$ cat src/rtl/npu_pkg.sv
// Shared NPU definitions: controller state encoding and default mesh geometry.
// Pure declarations, no logic; latency and backpressure do not apply.
package npu_pkg;

  localparam int NPU_N  = 4;
  localparam int NPU_DW = 8;

  typedef enum logic [2:0] {
    ST_IDLE,
    ST_CLEAR,
    ST_FEED,
    ST_DRAIN,
    ST_DONE
  } state_t;

  function automatic int clog2_min1(input int v);
    return (v > 1) ? $clog2(v) : 1;
  endfunction

endpackage

$ cat src/rtl/skew_line.sv
// DEPTH-stage zero-reset delay line; output lags input by DEPTH cycles.
// Always shifts: no stall or backpressure.
module skew_line #(
  parameter int DEPTH = 1,
  parameter int DW    = 8
) (
  input  logic          clk,
  input  logic          rst_n,
  input  logic [DW-1:0] i_din,
  output logic [DW-1:0] o_dout
);

  logic [DW-1:0] r_stage [DEPTH];

  always_ff @(posedge clk or negedge rst_n) begin
    if (!rst_n) begin
      for (int s = 0; s < DEPTH; s++) r_stage[s] <= '0;
    end else begin
      r_stage[0] <= i_din;
      for (int s = 1; s < DEPTH; s++) r_stage[s] <= r_stage[s-1];
    end
  end

  assign o_dout = r_stage[DEPTH-1];

endmodule

$ cat src/rtl/systolic_ctrl.sv
// Sequencer for an NxN output-stationary systolic array: clear, skewed feed, zero drain, done.
// Run takes 3N+1 busy cycles; start is ignored while busy, no backpressure from the mesh.
module systolic_ctrl
  import npu_pkg::*;
#(
  parameter int N  = NPU_N,
  parameter int DW = NPU_DW,
  localparam int AW = clog2_min1(N)
) (
  input  logic          clk,
  input  logic          rst_n,
  input  logic          start,
  output logic          busy,
  output logic          done,
  output logic          array_clr,
  output logic          a_ren,
  output logic          b_ren,
  output logic [AW-1:0] a_addr,
  output logic [AW-1:0] b_addr,
  input  logic [N*DW-1:0] a_rdata,
  input  logic [N*DW-1:0] b_rdata,
  output logic [N*DW-1:0] west_data,
  output logic [N*DW-1:0] north_data
);

  localparam int CW = clog2_min1(2 * N);
  localparam logic [CW-1:0] FEED_LAST  = CW'(N - 1);
  localparam logic [CW-1:0] DRAIN_LAST = CW'(2 * N - 2);

  state_t          r_state, w_state_nxt;
  logic [CW-1:0]   r_cnt, w_cnt_nxt;
  logic            w_ren_nxt;
  logic [AW-1:0]   w_addr_nxt;
  logic            r_busy, r_done, r_clr, r_ren;
  logic [AW-1:0]   r_addr;
  logic            w_feed;
  logic [N*DW-1:0] w_west_in, w_north_in;

  always_ff @(posedge clk or negedge rst_n) begin
    if (!rst_n) begin
      r_state <= ST_IDLE;
      r_cnt   <= '0;
    end else begin
      r_state <= w_state_nxt;
      r_cnt   <= w_cnt_nxt;
    end
  end

  always_comb begin
    w_state_nxt = r_state;
    w_cnt_nxt   = r_cnt;
    w_ren_nxt   = 1'b0;
    w_addr_nxt  = '0;
    unique case (r_state)
      ST_IDLE: begin
        w_cnt_nxt = '0;
        if (start) w_state_nxt = ST_CLEAR;
      end
      ST_CLEAR: begin
        w_state_nxt = ST_FEED;
        w_cnt_nxt   = '0;
      end
      ST_FEED: begin
        if (r_cnt == FEED_LAST) begin
          w_state_nxt = ST_DRAIN;
          w_cnt_nxt   = '0;
        end else begin
          w_cnt_nxt = r_cnt + CW'(1);
        end
      end
      ST_DRAIN: begin
        if (r_cnt == DRAIN_LAST) begin
          w_state_nxt = ST_DONE;
          w_cnt_nxt   = '0;
        end else begin
          w_cnt_nxt = r_cnt + CW'(1);
        end
      end
      ST_DONE: begin
        w_state_nxt = ST_IDLE;
        w_cnt_nxt   = '0;
      end
      default: begin
        w_state_nxt = ST_IDLE;
        w_cnt_nxt   = '0;
      end
    endcase

    // Outputs are registered, so derive them from the state being entered.
    if (w_state_nxt == ST_CLEAR) begin
      w_ren_nxt = 1'b1;
    end else if (w_state_nxt == ST_FEED && w_cnt_nxt != FEED_LAST) begin
      w_ren_nxt  = 1'b1;
      w_addr_nxt = AW'(w_cnt_nxt + CW'(1));
    end
  end

  always_ff @(posedge clk or negedge rst_n) begin
    if (!rst_n) begin
      r_busy <= 1'b0;
      r_done <= 1'b0;
      r_clr  <= 1'b0;
      r_ren  <= 1'b0;
      r_addr <= '0;
    end else begin
      r_busy <= (w_state_nxt != ST_IDLE);
      r_done <= (w_state_nxt == ST_DONE);
      r_clr  <= (w_state_nxt == ST_CLEAR);
      r_ren  <= w_ren_nxt;
      r_addr <= w_addr_nxt;
    end
  end

  assign busy      = r_busy;
  assign done      = r_done;
  assign array_clr = r_clr;
  assign a_ren     = r_ren;
  assign b_ren     = r_ren;
  assign a_addr    = r_addr;
  assign b_addr    = r_addr;

  // Read data arrives one cycle after the read, which is exactly the FEED window.
  assign w_feed     = (r_state == ST_FEED);
  assign w_west_in  = w_feed ? a_rdata : '0;
  assign w_north_in = w_feed ? b_rdata : '0;

  for (genvar l = 0; l < N; l++) begin : g_lane
    skew_line #(.DEPTH(l + 1), .DW(DW)) u_west (
      .clk    (clk),
      .rst_n  (rst_n),
      .i_din  (w_west_in[l*DW +: DW]),
      .o_dout (west_data[l*DW +: DW])
    );
    skew_line #(.DEPTH(l + 1), .DW(DW)) u_north (
      .clk    (clk),
      .rst_n  (rst_n),
      .i_din  (w_north_in[l*DW +: DW]),
      .o_dout (north_data[l*DW +: DW])
    );
  end

endmodule

$ cat config.mk
export PLATFORM = sky130hd
export DESIGN_NAME = systolic_ctrl
export DESIGN_NICKNAME = d
export VERILOG_FILES = /design/src/rtl/npu_pkg.sv /design/src/rtl/skew_line.sv /design/src/rtl/systolic_ctrl.sv
export SDC_FILE = /design/constraint.sdc
export NUM_CORES = 1
export LEC_CHECK = 0
export CAP_MARGIN = 30
export CORE_AREA = 5 5 116 118
export DETAILED_ROUTE_END_ITERATION = 8
export DIE_AREA = 0 0 121 123
export PLACE_DENSITY = 0.73
export SETUP_SLACK_MARGIN = 0.02
export SLEW_MARGIN = 20
export SYNTH_ARGS = -nofsm -noshare
export SYNTH_HDL_FRONTEND = slang
export SYNTH_SLANG_ARGS = --single-unit
$ cat constraint.sdc
create_clock -name clk -period 3.7 [get_ports clk]
set_input_delay 1.11 -clock clk [delete_from_list [all_inputs] [get_ports clk]]
set_output_delay 1.11 -clock clk [all_outputs]
set_load 0.005 [all_outputs]
==> metrics.md <==
| Metric | Value |
|---|---|
| Run status | completed |
| Inserted Clock Buffers | 17 |
| RSZ-0062 raised after global routing | false |
| # Post-CTS Setup Buffers | 0 |
| First-pass GRT wire length | 14.0 mm |
| CP max-delay cell | clkdlybuf4s50_1 |
| GRT Residual Overflow | 0 |
| Initial drt markers | 186 |
| Yosys top cell area share | 79.4% |
| Hold Buf Count CTS | 0 |
| Clock-pin transition on the worst setup and hold timing paths | 60 ps |
| Die area | 14900 sq um |
| DRC viols | 0 |
| Max cap viols | 0 |
| Post-DP HPWL | 5.86 mm |
| Fmax | 417 MHz |
| Syn. warnings | 0 |
| Layout cells sized above 1 | 8.93% |
| Post-synthesis compound-gate area fraction | 0.900% |
| Largest net degree at the start of global routing | 75 |
| Crit-path cells | clkdlybuf4s50_1 |
| Syn_area_per_cell | 16.2 sq um |
| Kind of end point of the critical path | output port |
| Adder-Cell Fraction of Synth Area | 1.15% |
| Cell area after layout | 7300 sq um |
| Layout area overhead | 34.7% |
| Die height | 123 um |
| Antenna violations before repair | 0 |
| Max-Slew Margin vs Limit | 55.8% |
| Clock skew | 8.92 ps |
| Dpl cell area | 6640 sq um |
| Vias in the first global route | 2682 |
| Worst-path fanout max | 2 |
| Worst-Margin Slew | 662 ps |
| Post-Synth Simple-Gate Area | 10.0% |
| Type of the most critical hold path | reg -> reg |
| Clock buffer depth | 2 |
| Area contributors post-synth | dfrtp_1 (79%), and2_1 (7.4%), buf_4 (7.2%) |
| IO Pins | 140 |
| Vias | 2534 |
| Nets | 507 |
| Final period util | 64.7% |
| Register area share after synthesis | 79.4% |
| Router iterations before antenna repair | 4 |
| Combinational family with the most area after synthesis | simple AND/OR/NAND/NOR gates |
| Initial core utilization | 43.9% |
| DRT antenna net count | 0 |
| FP Rows | 41 |
| Final Hold Violating Endpoints | 0 |
| Routed len/inst | 14.0 um |
| Post-synth top area cell | dfrtp_1 |
| RePlAce Congestion | 0.709 |
| Final Critical Period | 2400 ps |
| Area share of xor/xnor cells in the synthesized design | 0% |
| Library cells used by synthesis | 30 |
| Worst Path Buf+Inv | 1 |
| Gate count of the mapped netlist | 334 |
| Worst-Skew Late Latency | 410 ps |
| Pleak | 0.00340 uW |
| Worst path max stage delay | 510 ps |
| Routed WL | 8.71 mm |
| Crit start category | register |
| Crit Path Class | reg -> out |
| Via-to-Cell Ratio | 4.09 |
| Maximum vdd drop | 0.441 mV |
| Syn nets | 406 |
| Port bufs | 139 |
| Core Footprint | 12400 sq um |
| Synthesized area | 5420 sq um |
| Gr usage total | 12.6% |
| Post-CTS Resized | 0 |
| Critical path required time | 2590 ps |
| Die X | 121 um |
| H-tree depth | 4 |
| CTS tree | yes |
| Setup Viol. Count Final | 0 |
| Register bit total from synthesis | 172 |
| Pwr dens | 841 nW/um^2 |
| Clk sinks | 172 |
| Setup TNS Final | 0 ps |
| Mux contribution to synthesized area | 0.185% |
| Root buffer cell | clkbuf_16 |
| Ant diodes | 0 |
| Pins Over Slew Limit | 0 |
| Top delay family on crit path | buffers and inverters |
| Critical Path AT | 1290 ps |
[per-layer routing]
metal  GRT usage, %  share of wire, %  wire length [um]  up-vias
li1               -                 -                 -     1192
met1           15.2                40              3520     1258
met2           19.9                52              4490       78
met3           6.13               6.8               592        6
met4           4.89               1.3               109        0
met5              0                 0                 0        -
[cell usage after synthesis]
library cell  count
dfrtp_1         172
and2_1           64
buf_4            52
buf_2             5
ha_1              5
inv_1             5
nor2_1            3
nor2b_1           3
clkbuf_1          2
nand2_1           2
nor3_1            2
a211oi_1          1
a21oi_1           1
a221oi_2          1
a22o_1            1
and2b_1           1
and3_1            1
and4bb_1          1
buf_6             1
mux2i_1           1
nand2b_1          1
nand3_1           1
nor3b_1           1
nor3b_2           1
nor4_1            1
nor4_2            1
o21ai_1           1
o21bai_1          1
or2_1             1
or4b_4            1
[state kept, by name, summed over array words and instances (netlist names)]
signal and count:
a_addr 2, a_ren 1, array_clr 1, busy 1
done 1, g_lane.u_north.o_dout 32, g_lane.u_north.r_stage 48, g_lane.u_west.o_dout 32
g_lane.u_west.r_stage 48, r_cnt 3, r_state 3
[layout make-up]
class                      count  area (sq um)
multi-input combinational     97           672
inverter                       5          18.8
clock buffer                  18           439
fill                         949          5060
sequential                   172          4300
timing repair buffer         142          1430
clock inverter                14           226
tap                          172           215
[where the power goes]
group,switching [uW],internal (uW)
sequential,223,2610
clock,711,1230
combinational,525,834
[stage by stage]
| step | instances | total power (uW) | hold WS, ps | util [%] | worst slack [ps] |
|---|---|---|---|---|---|
| 2_1_floorplan | 334 | 3670 | 331 | - | 1900 |
| 3_3_place_gp | 588 | 4200 | 332 | 53.7 | 1370 |
| 3_5_place_dp | 588 | 4270 | 335 | 53.7 | 1350 |
| 4_1_cts | 620 | 6250 | 345 | 59.1 | 1280 |
| 5_1_grt | 620 | 6510 | 347 | 59.1 | 1230 |
| 6_report | 620 | 6140 | 342 | 59.1 | 1300 |
[kinds of logic (layout without fill, tap and decap cells)]
group,after synthesis,in the layout
mux,1,1
simple gates,85,85
buf+inv,65,179
flops,172,172
compound gates,6,6
fa+ha+maj,5,5
[worst paths after layout]
kind / cells after the start / slack, ps / start / to
setup / recovery: 1 / 1300 / a_addr[1] / a_addr[1]
hold / removal: 0 / 340 / g_lane[3].u_west.r_stage[28] / g_lane[3].u_west.r_stage[20]
setup reg to reg: 8 / 1650 / r_cnt[0] / a_ren
hold reg to reg: 0 / 340 / g_lane[3].u_west.r_stage[28] / g_lane[3].u_west.r_stage[20]
max in group asynchronous: 2 / 2100 / rst_n / g_lane[3].u_north.r_stage[25]
min in group asynchronous: 1 / 710 / rst_n / g_lane[2].u_west.o_dout[7]
[placed cells by master (no fill, tap or decap), types with 2 or more instances in the layout]
master / count
nor3_1: 2
buf_4: 2
bufinv_16: 5
and2_1: 64
ha_1: 5
clkdlybuf4s50_1: 138
inv_6: 5
nand2_1: 2
nor2b_1: 3
inv_1: 5
clkbuf_16: 17
dfrtp_1: 172
nor2_1: 3
(Power assumes the default switching activity.)
